$ cat src/rtl/dmem_ctrl.sv
// Data-memory sequencer: serialises CPU MEM-stage and debug-port accesses onto one
// single-port synchronous RAM, stalling the pipeline until each CPU access completes.

package dmem_pkg;
  // MEM-stage opcodes that access data memory; every other opcode is a non-request.
  localparam logic [5:0] ILW = 6'h23;
  localparam logic [5:0] ISW = 6'h2b;

  typedef enum logic [1:0] {IDLE, ISSUE, WAIT, DONE} state_t;
  typedef enum logic {OWN_CPU, OWN_DBG} owner_t;
endpackage

module dmem_ctrl
  import dmem_pkg::*;
#(
  parameter int ADDR_W     = 6,
  parameter int RD_LAT     = 1,
  parameter int STARVE_MAX = 4
) (
  input  logic              clk,
  input  logic              rst_n,
  input  logic [5:0]        M_op,
  input  logic [31:0]       M_valE,
  input  logic [31:0]       M_valA,
  output logic [31:0]       m_valM,
  output logic              m_stall,
  input  logic              d_req,
  input  logic              d_we,
  input  logic [ADDR_W-1:0] d_addr,
  input  logic [31:0]       d_wdata,
  output logic              d_ack,
  output logic [31:0]       d_rdata,
  output logic              mem_en,
  output logic              mem_we,
  output logic [ADDR_W-1:0] mem_addr,
  output logic [31:0]       mem_wdata,
  input  logic [31:0]       mem_rdata
);

  localparam int CNT_W = (RD_LAT > 1) ? $clog2(RD_LAT) : 1;
  localparam int SC_W  = (STARVE_MAX > 0) ? $clog2(STARVE_MAX + 1) : 1;
  localparam logic [CNT_W-1:0] CNT_INIT = CNT_W'(RD_LAT - 1);
  localparam logic [SC_W-1:0]  SC_LIMIT = SC_W'(STARVE_MAX);

  state_t           state_q, state_d;
  owner_t           owner_q;
  logic             we_q;
  logic [CNT_W-1:0] cnt_q;
  logic [SC_W-1:0]  starve_q;

  logic              cpu_req;
  logic              grant_cpu;
  logic              grant_dbg;
  logic              grant;
  owner_t            grant_owner;
  logic              grant_we;
  logic [ADDR_W-1:0] grant_addr;
  logic [31:0]       grant_wdata;

  // Only the word-address bits of the CPU address reach the RAM.
  logic unused_valE_hi;
  assign unused_valE_hi = ^M_valE[31:ADDR_W];

  // Arbitration: debug wins when the CPU is quiet or has been favoured long enough.
  always_comb begin
    cpu_req     = (M_op == ILW) || (M_op == ISW);
    grant_dbg   = (state_q == IDLE) && d_req && (!cpu_req || (starve_q >= SC_LIMIT));
    grant_cpu   = (state_q == IDLE) && cpu_req && !grant_dbg;
    grant       = grant_dbg || grant_cpu;
    grant_owner = grant_dbg ? OWN_DBG : OWN_CPU;
    grant_we    = grant_dbg ? d_we : (M_op == ISW);
    grant_addr  = grant_dbg ? d_addr : M_valE[ADDR_W-1:0];
    grant_wdata = grant_dbg ? d_wdata : M_valA;
  end

  // NOTE: every output of this block is assigned before the case, so no path can
  // leave one unassigned and infer a latch.
  always_comb begin
    state_d = state_q;
    m_stall = cpu_req && !((state_q == DONE) && (owner_q == OWN_CPU));
    d_ack   = (state_q == DONE) && (owner_q == OWN_DBG);
    case (state_q)
      IDLE:    if (grant) state_d = ISSUE;
      ISSUE:   state_d = we_q ? DONE : WAIT;
      WAIT:    if (cnt_q == '0) state_d = DONE;
      DONE:    state_d = IDLE;
      default: state_d = IDLE;
    endcase
  end

  // NOTE: sequential state uses non-blocking assignments so every register samples
  // pre-edge values regardless of block evaluation order.
  always_ff @(posedge clk or negedge rst_n) begin
    if (!rst_n) begin
      state_q <= IDLE;
      owner_q <= OWN_CPU;
      we_q    <= 1'b0;
      cnt_q   <= '0;
    end else begin
      state_q <= state_d;
      if (grant) begin
        owner_q <= grant_owner;
        we_q    <= grant_we;
      end
      if (state_q == ISSUE) begin
        cnt_q <= CNT_INIT;
      end else if ((state_q == WAIT) && (cnt_q != '0)) begin
        cnt_q <= cnt_q - CNT_W'(1);
      end
    end
  end

  // RAM command registers: enable pulses in ISSUE; address/data hold the latched request.
  always_ff @(posedge clk or negedge rst_n) begin
    if (!rst_n) begin
      mem_en    <= 1'b0;
      mem_we    <= 1'b0;
      mem_addr  <= '0;
      mem_wdata <= '0;
    end else begin
      mem_en <= grant;
      mem_we <= grant && grant_we;
      if (grant) begin
        mem_addr  <= grant_addr;
        mem_wdata <= grant_wdata;
      end
    end
  end

  // Read data lands on the last WAIT cycle; only the owner's result register moves.
  always_ff @(posedge clk or negedge rst_n) begin
    if (!rst_n) begin
      m_valM  <= '0;
      d_rdata <= '0;
    end else if ((state_q == WAIT) && (cnt_q == '0)) begin
      if (owner_q == OWN_CPU) begin
        m_valM <= mem_rdata;
      end else begin
        d_rdata <= mem_rdata;
      end
    end
  end

  // Counts CPU grants that overtook a waiting debug request.
  always_ff @(posedge clk or negedge rst_n) begin
    if (!rst_n) begin
      starve_q <= '0;
    end else if (state_q == IDLE) begin
      if (grant_dbg || !d_req) begin
        starve_q <= '0;
      end else if (grant_cpu && (starve_q != SC_LIMIT)) begin
        starve_q <= starve_q + SC_W'(1);
      end
    end
  end

  a_single_issue : assert property (@(posedge clk) disable iff (!rst_n) mem_en |=> !mem_en);
  a_en_in_issue  : assert property (@(posedge clk) disable iff (!rst_n) mem_en == (state_q == ISSUE));
  a_ack_pulse    : assert property (@(posedge clk) disable iff (!rst_n) d_ack |=> !d_ack);

endmodule

$ cat config.mk
export PLATFORM = sky130hd
export DESIGN_NAME = dmem_ctrl
export DESIGN_NICKNAME = d
export VERILOG_FILES = /design/src/rtl/dmem_ctrl.sv
export SDC_FILE = /design/constraint.sdc
export NUM_CORES = 1
export LEC_CHECK = 0
export CAP_MARGIN = 20
export CELL_PAD_IN_SITES_DETAIL_PLACEMENT = 0
export CELL_PAD_IN_SITES_GLOBAL_PLACEMENT = 1
export CORE_ASPECT_RATIO = 1.2
export CORE_MARGIN = 2
export CORE_UTILIZATION = 30
export DETAILED_ROUTE_END_ITERATION = 12
export GPL_TIMING_DRIVEN = 1
export PLACE_DENSITY_LB_ADDON = 0.1
export SYNTH_ARGS = -nofsm -noshare
export SYNTH_HDL_FRONTEND = slang
export SYNTH_SLANG_ARGS = --single-unit
$ cat constraint.sdc
create_clock -name clk -period 1.9 [get_ports clk]
set_input_delay 0.19 -clock clk [delete_from_list [all_inputs] [get_ports clk]]
set_output_delay 0.19 -clock clk [all_outputs]
set_load 0.01 [all_outputs]
==> results.md <==
- GR Util All Layers: 0.156
- RSZ-0062 raised after global routing: false
- Synthesized Nets: 468
- Yosys top cell by area: dfrtp_1
- Final worst path period need: 1790 ps
- Post-route DRC: 0
- Overflow after GRT: 0
- Maximum Capacitance Violations: 0
- Ys flop type: dfrtp_1
- Met3 GRT Util: 0.0396
- Num ports: 250
- Setup CP Type: flop to flop
- Clock latency on the worst-skew pair: 350 ps
- Fin. max-slew vios: 0
- Register area: 2800 sq um
- Worst R2R Path Depth: 5
- Setup Skew: 6.26 ps
- Post-route setup TNS: 0 ps
- Initial drt markers: 160
- Clock transition at path regs: 70 ps
- Dpl ws: 14.6 ps
- Critical path endpoint category: flop
- H-tree Lvls: 3
- Synth Area per Inst: 14.4 sq um
- Layout Nets: 694
- Leakage power figure: 0.00305 uW
- Die ar.: 16,400 sq um
- Post-Route WL: 12,700 um
- Row count: 49
- CTS tree: done
- Starting Density: 0.307
- Root buffer cell: clkbuf_16
- Fin. Hold Viols: 0
- Largest net degree at the start of global routing: 46
- Initial antenna violation count: 0
- Relative slew slack: 0.777
- Worst Hold Slack: 285 ps
- Fillers: 1,383
- Area growth from synthesis to layout: 63.2%
- Post-CTS Setup Repair Bufs: 0
- RePlAce Congestion: 0.695
- WL/cell: 16.8 um
- Synth area leaders: dfrtp_1, mux2_2, o221a_2, or3_1, mux2_1
- Status: completed
- WP data arrival: 2020 ps
- Crit path max fanout: 24
- CP Data Required Time: 2130 ps
- PD cells: 1470 nW/um^2
- Number of global-route vias before repair: 3,786
- Ratio of final minimum period to clock period: 0.941
- Global-route layer with the greatest usage: met2
- Layout cells sized above 1: 0.218
- EDFF count, synth: 0
- Post-route cell area: 7520 sq um
- Sequential area share after synthesis: 0.608
- Commonest non-fill, non-tap cell in the layout: clkdlybuf4s50_1
- CTS buffer count: 9
- Post-synth ARST share: 1.00
- Reg-to-reg slack, setup: 110 ps
- Core Box Area: 15,000 sq um
- IO Port Bufs: 223
- Final setup viols: 0
- Worst min-delay path class: input pin to async pin
- Die Span Y: 140 um
- Post-Place Cell Area: 7180 sq um
- Final HPWL DP: 9060 um
- FF-to-FF Start: state_q[0]
- Ant. Diodes: 0
- Syn Inst Count: 319
- Unique masters post-synth: 31
- GR Util met1: 0.186
- Synth Register Bits: 112
- Clock buffer depth: 2
- Die X: 117 um
- F_max: 559 MHz
- Antenna viol nets, final: 0
- Clock Sinks: 112
- Drt first pass iters: 4
- Actual slew at the worst max-slew pin: 334 ps
- Post-synth top area share: 0.608
- Met2 usage: 0.265
- Most frequent cells in the layout: clkdlybuf4s50_1, dfrtp_1, mux2_2
- Area occupied by multi-input gates: 1680 sq um
- Worst Setup Start Kind: flop
- Peak VDD IR: 0.000625 V
- Critical R2R Capture: m_valM[20]
- Warnings, synthesis: 0
- First-pass GRT wire length: 19,700 um
- Via count: 3,598
- CP Launch Point: state_q[0]
- Synth Cell Area: 4610 sq um
- Post-DR vias/cell: 4.77
- Worst Setup EP: m_valM[20]
- Setup ws final: 111 ps
## per-stage QoR
| stage | std cells | utilization | power, uW |
|---|---|---|---|
| 2_1_floorplan | 319 | - | 6240 |
| 3_3_place_gp | 737 | 0.478 | 9050 |
| 3_5_place_dp | 737 | 0.478 | 9160 |
| 4_1_cts | 754 | 0.500 | 11200 |
| 5_1_grt | 754 | 0.501 | 11700 |
| 6_report | 754 | 0.501 | 11000 |
## layout make-up
cell class / instances / share of cell area
repair buffers: 238 / 0.324
inverters: 8 / 0.00399
clock buffers: 12 / 0.0354
clock inverters: 4 / 0.00682
multi-input cells: 176 / 0.223
flip-flops and latches: 112 / 0.373
well taps: 204 / 0.0339
## sequential cells by signal, indices dropped and copies added, names as in the netlist, 2 cells and up
signal     count
d_rdata       32
m_valM        32
mem_addr       6
mem_wdata     32
starve_q       3
state_q        2
## cells in the mapped netlist, types with 2 or more instances
library cell    n
buf_2          13
buf_6           2
o221a_1        10
o221a_2        28
nand2_1         7
clkbuf_1        8
dfrtp_1       112
o22ai_1         3
ha_1            5
mux2_2         55
mux2_1         10
nand3_1         2
a21oi_1         2
or3_1          38
inv_1           8
## worst max-delay path: stages, from the launching register on
cell and delay, ps:
dfrtp_1 420, inv_1 140, ha_2 240, nor3b_4 270, buf_12 230, mux2_2 350
## metal layers
metal / wire length (um) / up-vias
li1: - / 1646
met1: 5000 / 1781
met2: 6430 / 157
met3: 995 / 14
met4: 236 / 0
met5: 0 / -
## logic make-up (layout without fill, tap and decap cells)
group,count (synthesis),after routing,share of synthesized area
DFF,112,112,0.608
muxes,65,65,0.159
and+or+nand+nor,56,56,0.0763
AOI/OAI and AO/OA,50,50,0.111
buffers and inverters,31,262,0.0320
adders and majority gates,5,5,0.0136
## where the power goes
group	internal (uW)	leakage, uW	switching [uW]	total (uW)
logic	3230	0.00156	1810	5040
clock network	1130	0.000155	860	1990
registers	3440	0.00133	554	3990
## what timing repair did
item | CTS | global route
endpoints found under the setup margin | 1 | 18
hold endpoints to repair | 20 | 0
gates resized for setup | 1 | 3
hold buffers | 1 | 0
pin swaps | 0 | 0
## how the worst min path moves through the flow
stage | endpoint | slack, ps | cells after the start
floorplan | cnt_q | -110 | 0
global placement | m_valM[15] | 110 | 1
detailed placement | d_rdata[15] | 110 | 1
CTS | d_rdata[15] | 280 | 2
global route | d_rdata[15] | 320 | 2
finish | d_rdata[15] | 290 | 2
No activity file was read; power rests on OpenSTA's default activity.
